File: src/rtl/if_stage_pkg.sv
// Shared types and constants for the instruction-fetch stage and its IF/ID register.
package if_stage_pkg;

  localparam int          XLEN      = 32;
  localparam logic [31:0] PC_INC    = 32'd4;
  localparam logic [31:0] NOP_INSTR = 32'h0000_0000;

  typedef enum logic [1:0] {
    FETCH = 2'd0,
    HOLD  = 2'd1,
    DRAIN = 2'd2
  } fetch_state_t;

  typedef struct packed {
    logic [31:0] instr;
    logic [31:0] pc4;
  } fetch_word_t;

  // Branch outranks jump when both resolve in the same cycle.
  function automatic logic [31:0] pick_target(input logic        branch,
                                              input logic [31:0] branch_target,
                                              input logic [31:0] jump_target);
    return branch ? branch_target : jump_target;
  endfunction

endpackage

File: src/rtl/if_stage_if.sv
// Instruction-memory request/response bus between the fetch stage (master) and memory (slave).
interface if_stage_if;
  import if_stage_pkg::*;

  logic            imem_req_o;
  logic [XLEN-1:0] imem_addr_o;
  logic            imem_ack_i;
  logic [XLEN-1:0] imem_data_i;

  modport master (output imem_req_o, output imem_addr_o,
                  input  imem_ack_i, input  imem_data_i);
  modport slave  (input  imem_req_o, input  imem_addr_o,
                  output imem_ack_i, output imem_data_i);

endinterface

File: src/rtl/if_stage_if_id_reg.sv
// Generic pipeline register with flush > load > hold priority; flushed entries read as NOP.
module if_id_reg #(
  parameter logic [31:0] NOP_INSTR = if_stage_pkg::NOP_INSTR
) (
  input  logic                      clk_i,
  input  logic                      rst_i,
  input  logic                      load,
  input  logic                      flush,
  input  if_stage_pkg::fetch_word_t word,
  output logic                      valid,
  output logic [31:0]               instr,
  output logic [31:0]               pc4
);

  always_ff @(posedge clk_i) begin
    if (rst_i) begin
      valid <= 1'b0;
      instr <= NOP_INSTR;
      pc4   <= 32'd0;
    end else if (flush) begin
      valid <= 1'b0;
      instr <= NOP_INSTR;
    end else if (load) begin
      valid <= 1'b1;
      instr <= word.instr;
      pc4   <= word.pc4;
    end
  end

endmodule

File: src/rtl/if_stage.sv
// Fetch stage: next-PC selection, fetch FSM for variable-latency memory, and the IF/ID register.
module if_stage #(
  parameter logic [31:0] RESET_PC  = 32'h0000_0000,
  parameter logic [31:0] NOP_INSTR = if_stage_pkg::NOP_INSTR
) (
  input  logic              clk_i,
  input  logic              rst_i,
  input  logic [31:0]       pc_i,
  output logic [31:0]       pc_next_o,
  if_stage_if.master        imem,
  input  logic              stall_i,
  input  logic              branch_i,
  input  logic [31:0]       branch_target_i,
  input  logic              jump_i,
  input  logic [31:0]       jump_target_i,
  output logic              ifid_valid_o,
  output logic [31:0]       ifid_instr_o,
  output logic [31:0]       ifid_pc4_o
);
  import if_stage_pkg::*;

  fetch_state_t state;
  fetch_word_t  hold_buf;
  fetch_word_t  load_word;
  logic [31:0]  saved_target;
  logic [31:0]  target;
  logic [31:0]  pc4;
  logic         redir;
  logic         ack;
  logic         load;
  logic         flush;

  assign ack    = imem.imem_ack_i;
  assign redir  = branch_i | jump_i;
  assign target = pick_target(branch_i, branch_target_i, jump_target_i);
  assign pc4    = pc_i + PC_INC;

  // HOLD already owns a fetched word, so no request goes out until it drains into IF/ID.
  assign imem.imem_req_o  = ~rst_i & (state != HOLD);
  assign imem.imem_addr_o = pc_i;

  always_comb begin
    pc_next_o = pc_i;
    if (rst_i) begin
      pc_next_o = RESET_PC;
    end else begin
      case (state)
        FETCH: begin
          if (redir && ack)       pc_next_o = target;
          else if (!redir && ack) pc_next_o = pc4;
        end
        HOLD: begin
          if (redir) pc_next_o = target;
        end
        DRAIN: begin
          // A redirect landing on the same cycle as the ack is newer than the saved one.
          if (ack) pc_next_o = redir ? target : saved_target;
        end
        default: pc_next_o = pc_i;
      endcase
    end
  end

  always_comb begin
    load      = 1'b0;
    flush     = 1'b0;
    load_word = '{instr: imem.imem_data_i, pc4: pc4};
    if (!rst_i) begin
      case (state)
        FETCH: begin
          if (redir)         flush = 1'b1;
          else if (!stall_i) begin
            if (ack) load  = 1'b1;
            else     flush = 1'b1;
          end
        end
        HOLD: begin
          if (redir) flush = 1'b1;
          else if (!stall_i) begin
            load      = 1'b1;
            load_word = hold_buf;
          end
        end
        DRAIN:   flush = 1'b1;
        default: flush = 1'b1;
      endcase
    end
  end

  // Fetch FSM: HOLD parks a word that arrived under stall, DRAIN swallows a squashed in-flight fetch.
  always_ff @(posedge clk_i) begin
    if (rst_i) begin
      state        <= FETCH;
      hold_buf     <= '0;
      saved_target <= 32'd0;
    end else begin
      case (state)
        FETCH: begin
          if (redir && !ack) begin
            saved_target <= target;
            state        <= DRAIN;
          end else if (!redir && ack && stall_i) begin
            hold_buf <= '{instr: imem.imem_data_i, pc4: pc4};
            state    <= HOLD;
          end
        end
        HOLD: begin
          if (redir || !stall_i) state <= FETCH;
        end
        DRAIN: begin
          if (redir) saved_target <= target;
          if (ack)   state        <= FETCH;
        end
        default: state <= FETCH;
      endcase
    end
  end

  if_id_reg #(.NOP_INSTR(NOP_INSTR)) u_if_id_reg (
    .clk_i (clk_i),
    .rst_i (rst_i),
    .load  (load),
    .flush (flush),
    .word  (load_word),
    .valid (ifid_valid_o),
    .instr (ifid_instr_o),
    .pc4   (ifid_pc4_o)
  );

endmodule

File: src/flat_wrapper.sv
// flat-port wrapper written by rule: the top's interface ports become plain ports
module if_stage_flat import if_stage_pkg::*;
#(
  parameter logic [31:0] RESET_PC  = 32'h0000_0000,
  parameter logic [31:0] NOP_INSTR = if_stage_pkg::NOP_INSTR
)
  (clk_i, rst_i, pc_i, pc_next_o, stall_i, branch_i, branch_target_i, jump_i, jump_target_i, ifid_valid_o, ifid_instr_o, ifid_pc4_o, imem_imem_req_o, imem_imem_addr_o, imem_imem_ack_i, imem_imem_data_i);
  if_stage_if imem_i ();
  input  logic clk_i;
  input  logic rst_i;
  input  logic [31:0] pc_i;
  output logic [31:0] pc_next_o;
  input  logic stall_i;
  input  logic branch_i;
  input  logic [31:0] branch_target_i;
  input  logic jump_i;
  input  logic [31:0] jump_target_i;
  output logic ifid_valid_o;
  output logic [31:0] ifid_instr_o;
  output logic [31:0] ifid_pc4_o;
  output wire logic [$bits(imem_i.imem_req_o)-1:0] imem_imem_req_o;
  output wire logic [$bits(imem_i.imem_addr_o)-1:0] imem_imem_addr_o;
  input wire logic [$bits(imem_i.imem_ack_i)-1:0] imem_imem_ack_i;
  input wire logic [$bits(imem_i.imem_data_i)-1:0] imem_imem_data_i;
  assign imem_imem_req_o = imem_i.imem_req_o;
  assign imem_imem_addr_o = imem_i.imem_addr_o;
  assign imem_i.imem_ack_i = imem_imem_ack_i;
  assign imem_i.imem_data_i = imem_imem_data_i;
  if_stage #(.RESET_PC(RESET_PC), .NOP_INSTR(NOP_INSTR)) u_core (.clk_i(clk_i), .rst_i(rst_i), .pc_i(pc_i), .pc_next_o(pc_next_o), .imem(imem_i), .stall_i(stall_i), .branch_i(branch_i), .branch_target_i(branch_target_i), .jump_i(jump_i), .jump_target_i(jump_target_i), .ifid_valid_o(ifid_valid_o), .ifid_instr_o(ifid_instr_o), .ifid_pc4_o(ifid_pc4_o));
endmodule
File: config.mk
export PLATFORM = sky130hd
export DESIGN_NAME = if_stage_flat
export DESIGN_NICKNAME = d
export VERILOG_FILES = /design/src/rtl/if_stage_pkg.sv /design/src/rtl/if_stage_if.sv /design/src/rtl/if_stage_if_id_reg.sv /design/src/rtl/if_stage.sv /design/src/flat_wrapper.sv
export SDC_FILE = /design/constraint.sdc
export NUM_CORES = 1
export LEC_CHECK = 0
export CAP_MARGIN = 40
export CELL_PAD_IN_SITES_DETAIL_PLACEMENT = 1
export CELL_PAD_IN_SITES_GLOBAL_PLACEMENT = 2
export CORE_MARGIN = 2
export CORE_UTILIZATION = 24
export DETAILED_ROUTE_END_ITERATION = 16
export PLACE_DENSITY = 0.8
export SYNTH_ARGS = -nofsm -noshare
export SYNTH_HDL_FRONTEND = slang
export SYNTH_SLANG_ARGS = --single-unit
File: constraint.sdc
create_clock -name clk_i -period 1.8 [get_ports clk_i]
set_clock_uncertainty 0.15 [all_clocks]
set_input_delay 0.18 -clock clk_i [delete_from_list [all_inputs] [get_ports clk_i]]
set_output_delay 0.18 -clock clk_i [all_outputs]
set_load 0.005 [all_outputs]
## After elaboration in Yosys (flattened, before gate mapping)

Index checks and enable logic that the tools add are counted.

| cells by class | value |
|---|---|
| add/subtract/negate cells | 1 |
| multiply operators | 0 |
| divide/modulo/power cells | 0 |
| magnitude comparators | 0 |
| equality and inequality tests | 7 |
| shifts and indexed selects | 0 |
| mux-type cells | 31 |
| bitwise logic cells | 5 |
| reduce and logical (&&, ||, !) cells | 15 |

Operators by type and width:

| cell | count |
|---|---|
| $mux 32 | 8 |
| $mux 64 | 3 |
| $pmux 32 s3 | 1 |
| $pmux 32 s2 | 1 |
| $add 32x3->32 const B | 1 |
| $mux 1 | 11 |
| $mux 2 | 4 |
| $ne 2x1->1 const B | 3 |
| $pmux 2 s3 | 1 |
| $reduce_and 3->1 | 2 |
| $logic_and 1x1->1 | 4 |
| $pmux 1 s2 | 2 |
| $reduce_and 2->1 | 2 |
| $logic_not 1->1 | 3 |
| $ne 3x1->1 const B | 1 |
| $not 1->1 | 3 |
| $eq 2x1->1 const B | 1 |
| $eq 2x2->1 const B | 1 |
| $logic_not 2->1 | 1 |
| $ne 2x2->1 const B | 1 |
| $reduce_bool 2->1 | 1 |
| $reduce_or 2->1 | 1 |
| $and 1x1->1 | 1 |
| $logic_or 1x1->1 | 1 |
| $or 1x1->1 | 1 |

| storage, ports and cells | value |
|---|---|
| flip-flop bits (word level) | 163 |
| latch bits | 0 |
| RAM bits | 0 |
| bits in read-only memories | 0 |
| output and inout port bits | 130 |
| logic and storage cells | 66 |
| memories | 0 |

## Depth between registers and ports, before layout

Gate-level depths: netlist of run 1.

| depth | value |
|---|---|
| depth after elaboration | 7 |
| depth in mapped cells | 9 |
| mapped depth without buffers | 7 |

## Cells and area by module

From an unflattened synthesis of run 1, not the netlist that was laid out.

| unflattened totals | value |
|---|---|
| cell total of the unflattened synthesis | 1387 |
| area, all modules | 10572.6 um^2 |

Modules (own cells, without submodules):

| module | instances | cells an instance | area each (um^2) | seq. area each (um^2) |
|---|---|---|---|---|
| if_stage | 1 | 1134 | 7888.8 | 1961.9 |
| if_id_reg | 1 | 253 | 2683.8 | 1301.2 |

## Worst setup path after synthesis of run 1

Ideal clock, no wire load.

| timing | value |
|---|---|
| path kind | input to output |
| start point | in pc_i[2] |
| end point | out pc_next_o[24] |
| arrival time | 1.746 ns |
| required time | 1.470 ns |
| path slack | -0.276 ns |
| stages on the path | 7 |
| path through | ha_1 -> nand2_1 -> nor3_4 -> nand3_1 -> or4_1 -> a31o_1 -> a211oi_2 |

| on the way | value |
|---|---|
| cells in the longest elaborated chain, start to end | 5 |

RTL lines:

| element | line | text |
|---|---|---|
| start: declaration | flat_wrapper.sv:11 | `input logic [31:0] pc_i;` |
| $add 32x3->32 | if_stage.sv:36 | `assign pc4 = pc_i + PC_INC;` |
| $mux 32 | if_stage.sv:50 | `else if (!redir && ack) pc_next_o = pc4;` |
| $mux 32 | if_stage.sv:49 | `if (redir && ack) pc_next_o = target;` |
| $pmux 32 s3 | if_stage.sv:47 | `case (state)` |
| $mux 32 | if_stage.sv:44 | `if (rst_i) begin` |
| end: declaration | flat_wrapper.sv:12 | `output logic [31:0] pc_next_o;` |

No other way between the ends.

## Final worst setup path of run 1

| timing | value |
|---|---|
| start point | reg u_core.state[1] |
| end point | out pc_next_o[25] |

| on the way | value |
|---|---|
| cells in the longest elaborated chain, start to end | 3 |
| elaborated cells on any way between the ends | 5 |

RTL lines:

| element | line | text |
|---|---|---|
| start: declaration | if_stage.sv:22 | `fetch_state_t state;` |
| start signal: assignment | if_stage.sv:93 | `state <= FETCH;` |
| start signal: assignment | if_stage.sv:101 | `state <= DRAIN;` |
| start signal: assignment | if_stage.sv:104 | `state <= HOLD;` |
| $eq 2x2->1 (tied with other cells) | if_stage.sv:47 |  |
| $pmux 32 s3 (*) | if_stage.sv:47 |  |
| $mux 32 (*) | if_stage.sv:44 |  |

Mark *: on every way between the ends. The rest lies on a longest branch, timed or not.

==> results of run 1 <==
synthesized netlist by cell type, types with 3 or more instances:
library cell	instances	area, um^2
sky130_fd_sc_hd__xor2_1	5	43.79
sky130_fd_sc_hd__clkbuf_1	72	270.3
sky130_fd_sc_hd__mux2_2	6	67.56
sky130_fd_sc_hd__nand3_1	26	130.1
sky130_fd_sc_hd__a31oi_1	14	87.58
sky130_fd_sc_hd__and2_1	5	31.28
sky130_fd_sc_hd__a211oi_1	52	390.4
sky130_fd_sc_hd__nand2b_1	32	200.2
sky130_fd_sc_hd__a21oi_1	122	610.6
sky130_fd_sc_hd__a221oi_1	25	219.0
sky130_fd_sc_hd__buf_4	34	255.2
sky130_fd_sc_hd__inv_1	25	93.84
sky130_fd_sc_hd__and3b_1	3	26.28
sky130_fd_sc_hd__o211a_1	3	30.03
sky130_fd_sc_hd__a221o_1	3	30.03
sky130_fd_sc_hd__nor4_1	8	50.05
sky130_fd_sc_hd__o211ai_1	19	142.6
sky130_fd_sc_hd__buf_2	38	190.2
sky130_fd_sc_hd__o21ai_0	145	725.7
sky130_fd_sc_hd__nor2_1	147	551.8
sky130_fd_sc_hd__o22ai_1	8	50.05
sky130_fd_sc_hd__xnor2_1	20	175.2
sky130_fd_sc_hd__nor2b_1	5	31.28
sky130_fd_sc_hd__a21o_1	3	22.52
sky130_fd_sc_hd__o21a_1	4	30.03
sky130_fd_sc_hd__dfxtp_1	163	3263
sky130_fd_sc_hd__a22oi_1	20	150.1
sky130_fd_sc_hd__a311oi_1	9	78.83
sky130_fd_sc_hd__nor3_1	30	150.1
sky130_fd_sc_hd__nand2_1	204	765.7
sky130_fd_sc_hd__mux2i_1	37	370.4
sky130_fd_sc_hd__buf_1	10	37.54
sky130_fd_sc_hd__nand4_1	10	62.56
sky130_fd_sc_hd__o2bb2ai_1	3	26.28
sky130_fd_sc_hd__and3_1	6	37.54
sky130_fd_sc_hd__a31o_2	3	26.28
power by group:
part / internal (mW) / total [mW] / switching [mW] / leakage (nW)
clock network: 2.10 / 3.93 / 1.83 / 0.282
registers: 3.72 / 3.81 / 0.0863 / 1.33
logic: 1.59 / 3.26 / 1.67 / 6.06
per-layer routing:
metal,up-vias,part of all wire [%]
met5,-,0
met4,0,4.6
met3,162,5.8
met2,506,49
met1,6763,41
li1,5952,-
final cells by class:
class / count / area [um^2]
Timing Repair Buffer: 685 / 6995
Clock inverter: 13 / 162.7
Clock buffer: 19 / 432.9
Sequential cell: 163 / 3272
Multi-Input combinational cell: 1020 / 7659
Inverter: 27 / 112.6
Tap cell: 532 / 665.6
Fill cell: 4696 / 21440
sequential cells by signal, summed over array words and instances, names as in the netlist:
register,flops
u_core.u_if_id_reg.valid,1
u_core.u_if_id_reg.instr,32
u_core.state,2
u_core.hold_buf,64
u_core.saved_target,32
u_core.u_if_id_reg.pc4,32
kinds of logic after synthesis:
kind of cell | after synthesis | share of synthesized area [%]
mux | 43 | 4.435
flops | 163 | 33.05
compound gates | 455 | 28.64
buf+inv | 184 | 8.870
fa+ha+maj | 1 | 0.1267
simple gates | 494 | 22.50
xor+xnor | 26 | 2.382
worst max-delay path, stage by stage (launching register included):
cell and delay, ps:
sky130_fd_sc_hd__dfxtp_4 440, sky130_fd_sc_hd__and3b_2 310, sky130_fd_sc_hd__buf_6 130, sky130_fd_sc_hd__buf_6 100, sky130_fd_sc_hd__nand2_4 40, sky130_fd_sc_hd__a31oi_4 190, sky130_fd_sc_hd__a211oi_2 60, sky130_fd_sc_hd__a311o_1 300
sky130_fd_sc_hd__o21ai_1 100, sky130_fd_sc_hd__buf_4 160, sky130_fd_sc_hd__buf_6 90
what timing repair did:
item                                   4_1_cts  5_1_grt
pin swaps                                  133      132
gates resized for setup                    530      239
setup endpoints to repair                  193      201
setup buffers                               85       36
cloned                                      22        8
hold buffers                                 2        0
endpoints found under the hold margin       10        0
metrics by stage:
stage          instances  hold WS [ps]
3_3_place_gp        2295         234.8
6_report            2459         124.8
2_1_floorplan       1366         166.0
3_5_place_dp        2295         244.8
4_1_cts             2429         67.99
5_1_grt             2459         114.4
worst max path at each step:
stage | startpoint | to | slack, ps | cells past startpoint
after floorplan | pc_i[10] | pc_next_o[24] | -120 | 7
after global placement | pc_i[8] | pc_next_o[22] | -1430 | 9
after detailed placement | pc_i[8] | pc_next_o[24] | -1480 | 8
after CTS | u_core.state[0] | pc_next_o[7] | -890 | 8
after global routing | u_core.state[1] | pc_next_o[28] | -950 | 8
final | u_core.state[1] | pc_next_o[25] | -900 | 10
==> results.md, run 1 <==
Worst setup path:
- The worst endpoint required time is 1470 ps.
- The worst register-to-register path has a depth of 10.
- The startpoint identified for the worst register-to-register timing path is u_core.state[1].
- The critical path is of the flip-flop to output port type.
- The largest fanout on the critical path is 8.
- The endpoint kind of the worst setup timing path is an output port.
- The register-to-register setup slack is -530 ps.
- STA puts the critical path data arrival time at 2370 ps.
- The category of the worst setup path launch point is a flip-flop.
- The capture point of the worst reg-to-reg path is u_core.u_if_id_reg.instr[15].

STA:
- The worst pin sits at a relative slew slack of 50.49%.
- The sum of negative setup slack is -71840 ps.
- For the pin with the worst max-slew slack, the measured transition is 742.6 ps.
- The post-layout worst setup margin is -903.8 ps.
- The count of endpoints failing hold in the final timing report is 0.
- The upper clock frequency limit is 0.3698 GHz.
- The final-report max-slew violation count is 0.
- The final-report setup violation count is 193.
- Setup repair after global routing could not meet its margin everywhere.
- The time the final worst path needs with I/O delays and setup is 2704 ps.
- After layout, the worst path uses 150.2% of the clock period.

Global routing:
- The number of global-route vias before repair was 13.86k.
- The number of antenna violations at the first check in global routing is 0.
- In this run the most used layer during global routing was met2.
- For met2 alone, demand over resource in global routing was 45.42%.
- Global routing consumed, on the met3 layer, 4.662% of the routing resources.
- Across every metal layer, demand over resource in global routing totals 26.31%.
- Entering global routing, the biggest net connects 53 pins.
- The first-pass GRT wire length is 85.08 mm.
- For this run, global-route usage on met1 was measured as 32.27%.
- The sum of overflow across all layers after global routing is 0.

Final layout:
- The signed area change from the synthesized netlist to the final layout is 95.45%.
- The post-layout instance area is 19300 um^2.
- The total inserted antenna cells is 0.
- Cells with a size suffix above 1 make up 43.90% of the layout.
- The final cell utilization of the core is 47.37%.
- In the layout the commonest cells are 267 x sky130_fd_sc_hd__buf_4, 197 x sky130_fd_sc_hd__clkdlybuf4s50_1, 167 x sky130_fd_sc_hd__nand2_1.
- The commonest non-fill, non-tap cell in the layout is sky130_fd_sc_hd__buf_4.
- For this run, the post-layout net count is 2049.

Detailed routing:
- The number of routed nets with antenna violations is 0.
- The first TritonRoute pass finished after 5 iterations.
- After detailed routing, the number of remaining DRC violations is 0.
- The average wire per cell in the routed design is 24.77 um.
- After detailed routing, the number of vias per cell comes to 5.442.
- The number of DRC violations after detailed-routing iteration 0 is 892.
- The detailed router placed 13.38k vias in this run.
- Summed over all layers, the routed wires come to 60.91 mm.

Logic synthesis:
- The Yosys step of the flow raised 0 warnings.
- In the synthesized netlist the async set-or-reset flop fraction comes to 0%.
- The post-synthesis cell count is 1366.
- The post-synthesis average cell area is 7.229 um^2.
- The flop and latch count out of synthesis is 163.
- The top flip-flop cell by instance count after synthesis is sky130_fd_sc_hd__dfxtp_1.
- The cell area after synthesis is 9874 um^2.
- The post-synth net total is 1501.
- The share of the Yosys chip area taken by registers is 33.05%.
- In this run, synthesis inferred 0 flip-flops with an integrated enable.
- The distinct cell type count of the synthesized netlist is 72.

Pwr:
- IR analysis of the VDD net gives a maximum drop of 0.8463 mV.
- Dividing total power by cell area gives a power density of 570.1 nW/um^2.
- The power consumption is 11.00 mW.
- Summed over all cells, the static leakage comes to 7.670 nW.

Status:
- The run finished, with violations left.
- The final reports fail on negative setup slack.

CTS:
- No sink is reached through more buffers than the 2 on the longest clock path.
- The tree is rooted in a sky130_fd_sc_hd__clkbuf_16.
- In this run the number of H-tree levels came out at 4.
- The total number of clock tree sinks is 163.
- The number of clock buffers added by TritonCTS is 17.
- TritonCTS built the clock tree.
- The worst-skew pair later-pin latency is 460 ps.
- After clock tree synthesis, the clock-pin slew on the worst setup and hold paths is 80 ps.

Floorplan:
- The vertical extent of the die is 206.8 um.
- The floorplan has 74 rows.
- The overall die area is 42780 um^2.
- The die is 206.8 um wide.
- After floorplanning, the core was sized to cover 40740 um^2.
- The effective utilization at floorplan is 24.24%.
- 264 I/O pins were placed.

Place:
- At the end of routability-driven placement, the weighted congestion stood at 0.9157.
- OpenSTA, run right after detailed placement, puts the worst setup slack at -1482 ps.
- The instance area at placement is 15050 um^2.
- During placement, the flow inserted port buffers numbering 263.
- The HPWL after detailed placement is 37.85 mm.

Worst hold path:
- The worst hold path endpoint is u_core.u_if_id_reg.pc4[2].
- The worst hold path passes through 5 cells.
- The source of the worst hold timing path is pc_i[2].
- The worst hold-check path type is primary input to flip-flop.

Job:
- The number of maximum-capacitance violations is 0.
(Power assumes the default switching activity.)
==> run 2, diff against run 1 <==
--- a/config.mk
+++ b/config.mk
@@ -11,6 +11,7 @@
 export CORE_MARGIN = 2
 export CORE_UTILIZATION = 24
 export DETAILED_ROUTE_END_ITERATION = 16
+export MAX_ROUTING_LAYER = met4
 export PLACE_DENSITY = 0.8
 export SYNTH_ARGS = -nofsm -noshare
 export SYNTH_HDL_FRONTEND = slang
==> results.md, run 2 (synthesis results as in run 1) <==
Job:
- The tool flagged a number of max-cap violations equal to 0.

Detailed routing:
- For this run, design rule violations remaining after detail routing come to 0.
- The detailed router placed 13.14k vias in this run.
- The via density per instance is 5.395.
- The pre-antenna-repair detailed-routing pass consisted of 5 iterations.
- The top routing layer in use is met4.
- The number of routed nets with antenna violations is 0.
- After detailed routing, the wire length on met1 is 23.41 mm.
- The routed design uses 3.377 mm of met3 wire.
- Wires add up to 58.06 mm.
- The average wire per cell in the routed design is 23.83 um.
- Summed over all nets, wire length on met2 after detailed routing comes to 28.69 mm.
- The detailed router finished its first iteration with 841 violations.

CTS:
- The clock tree from TritonCTS is built.
- The total CTS buffers is 17.
- The clock passes through at most 2 buffers.
- In this run the clock root is driven by a sky130_fd_sc_hd__clkbuf_16.
- The total number of H-tree levels is 4.
- After clock tree synthesis, the clock-pin slew on the worst setup and hold paths is 80 ps.
- The clock drives 163 sinks.
- The count of hold buffers inserted by post-cts repair is 0.
- The worst-skew pair later-pin latency is 450 ps.

Final layout:
- Leaving out fill and tap cells, the most frequent cells in the layout are 277 x sky130_fd_sc_hd__buf_4, 199 x sky130_fd_sc_hd__clkdlybuf4s50_1, 161 x sky130_fd_sc_hd__dfxtp_1.
- The share of post-route cells with drive strength above 1 is 42.49%.
- The number of flip-flops in the largest register is 64.
- The total inserted antenna cells is 0.
- Leaving out fill and tap cells, the most frequent cell in the layout is sky130_fd_sc_hd__buf_4.
- The signed area change from the synthesized netlist to the final layout is 89.43%.
- u_core.hold_buf holds more flip-flops than any other register.
- The number of nets at the end of the flow is 2026.
- The final cell count without fillers is 2436.

Floorplan:
- The die covers 42780 um^2.
- The number of placed I/O pins is 264.
- The floorplan step set the die width to 206.8 um.
- The number of core rows is 74.
- The effective utilization at floorplan is 24.24%.
- In this run the standard cell core region covers 40740 um^2.
- The die is 206.8 um tall.

STA:
- Of the available clock period, the critical path in the final layout requires 153.3%.
- The worst pin sits at a relative slew slack of 52.60%.
- The final-report max-slew violation count was 0.
- The time the final worst path needs with I/O delays and setup is 2759 ps.
- Timing would allow up to 0.3624 GHz.
- Setup repair after global routing could not meet its margin everywhere.
- The count of endpoints failing hold in the final timing report is 0.
- Setup violations remaining at the end of the flow were counted as 196.
- The pin slew with the least headroom to its limit is 711.0 ps.
- Setup total negative slack on the finished layout was measured at -76630 ps.
- Setup slack on the critical path of the routed design comes to -959.2 ps.

Worst setup path:
- The source of the worst register-to-register timing path is u_core.state[0].
- STA classifies the critical path startpoint as a flip-flop.
- Traced cell by cell, the critical path runs through buf_6 > or3b_4 > nor2_4 > o311ai_4 > o211a_1 > buf_4 > buf_4 > o32ai_4 > buf_2.
- The timing startpoint of the critical path is u_core.state[1].
- In this design, the stage delay of the slowest critical-path cell is 440 ps.
- In this run the worst path has a maximum fanout of 5.
- The family of cells with the greatest summed delay on the critical path is simple AND/OR/NAND/NOR gates.
- On the critical path, the stage with the largest delay is an instance of sky130_fd_sc_hd__or3b_4.
- STA puts the critical path data required time at 1470 ps.
- The buffer and inverter count on the worst path is 4.
- Data arrives at the worst endpoint at 2430 ps.
- The worst setup path is of the flip-flop to output port kind.
- The most frequent cell on the critical path is sky130_fd_sc_hd__buf_4.
- STA classifies the critical path endpoint as an output port.

Global routing:
- Entering global routing, the biggest net connects 39 pins.
- The first-pass GRT wire length is 83.95 mm.
- The overall global routing resource usage is 26.85%.
- The number of antenna violations at the first check in global routing was 0.
- The sum of overflow across all layers after global routing is 0.
- The number of global-route vias before repair was 13.86k.

Place:
- Before CTS, the worst setup slack after placement is -1491 ps.
- The count of port buffers added during placement is 263.
- The placed instance count is 2304.
- The congestion estimate from routability-driven global placement came to 0.9309.
- The wire-length estimate of the detail-placed layout is 38.54 mm.

Pwr:
- Dividing total power by cell area gives a power density of 570.5 nW/um^2.
- The maximum resistive drop on vdd is 0.6722 mV.
- The leakage component of the power is 7.365 nW.

Status:
- The final reports fail on negative setup slack.
- The flow ran to the end, but the final reports show violations.

Worst hold path:
- The source of the worst hold timing path is pc_i[2].
- The min-delay analysis places its worst path in the category primary input to flip-flop.
[run 2: cell count changes in the layout (fill, tap and decap cells not counted), sizes merged]
cell / before / now
buf: 456 / 443
dlygate4sd3: 2 / 0
clkinv: 2 / 6
or3: 1 / 4
dlygate4sd2: 7 / 9
clkdlybuf4s15: 11 / 8
clkdlybuf4s50: 197 / 199
and3: 7 / 6
dlymetal6s2s: 5 / 1
clkbuf: 26 / 17
inv: 32 / 35
clkinvlp: 4 / 0
bufinv: 2 / 1
[run 2: where the power goes]
| part | switching [mW] | leakage, nW | total, mW | internal (mW) |
|---|---|---|---|---|
| registers | 0.0775 | 1.33 | 3.80 | 3.72 |
| clock network | 1.87 | 0.294 | 3.85 | 1.98 |
| logic | 1.56 | 5.74 | 3.02 | 1.46 |
| total | 3.51 | 7.37 | 10.7 | 7.16 |
[run 2: worst register-to-register path, delay by kind of cell (launching register included)]
family / cells / cell delay, ps
AND/OR/NAND/NOR: 3 / 800
buffers and inverters: 6 / 720
flip-flops: 1 / 400
AO/OA/AOI/OAI: 2 / 280
[run 2: repair_timing]
action | CTS | global route
cloned | 19 | 0
buffers inserted | 74 | 27
pin swaps | 113 | 146
gates resized for setup | 482 | 269
setup endpoints to repair | 206 | 198
[run 2: path summary, 6_finish.rpt]
check                                 endpoint  slack (ps)  depth (start not counted)
setup / recovery                  pc_next_o[7]        -960                          9
hold reg to reg      u_core.u_if_id_reg.pc4[4]         310                          2
hold / removal              u_core.hold_buf[2]          50                          3
setup reg to reg  u_core.u_if_id_reg.instr[30]        -650                         11
[run 2: layout make-up]
cell class,count,area [um^2]
Multi-Input combinational cell,1022,7644
Timing Repair Buffer,660,6429
Clock buffer,17,425.4
Clock inverter,15,163.9
Sequential cell,163,3271
Fill cell,4718,22030
Inverter,27,107.6
Tap cell,532,665.6
[run 2: per-stage QoR]
stage	area (um^2)	utilization, %	hold WS [ps]	power, mW
final	18710	45.92	49.55	10.67
after global routing	18710	45.92	41.35	11.05
after CTS	17640	43.29	24.64	10.44
after detailed placement	15130	37.14	297.5	6.306
after global placement	15130	37.14	291.8	6.260
after floorplan	10170	-	166.0	4.863
[run 2: routing by layer]
layer | vias up | track usage, %
li1 | 5898 | -
met1 | 6590 | 31.48
met2 | 499 | 45.00
met3 | 155 | 4.584
met4 | 0 | 11.98
met5 | - | -
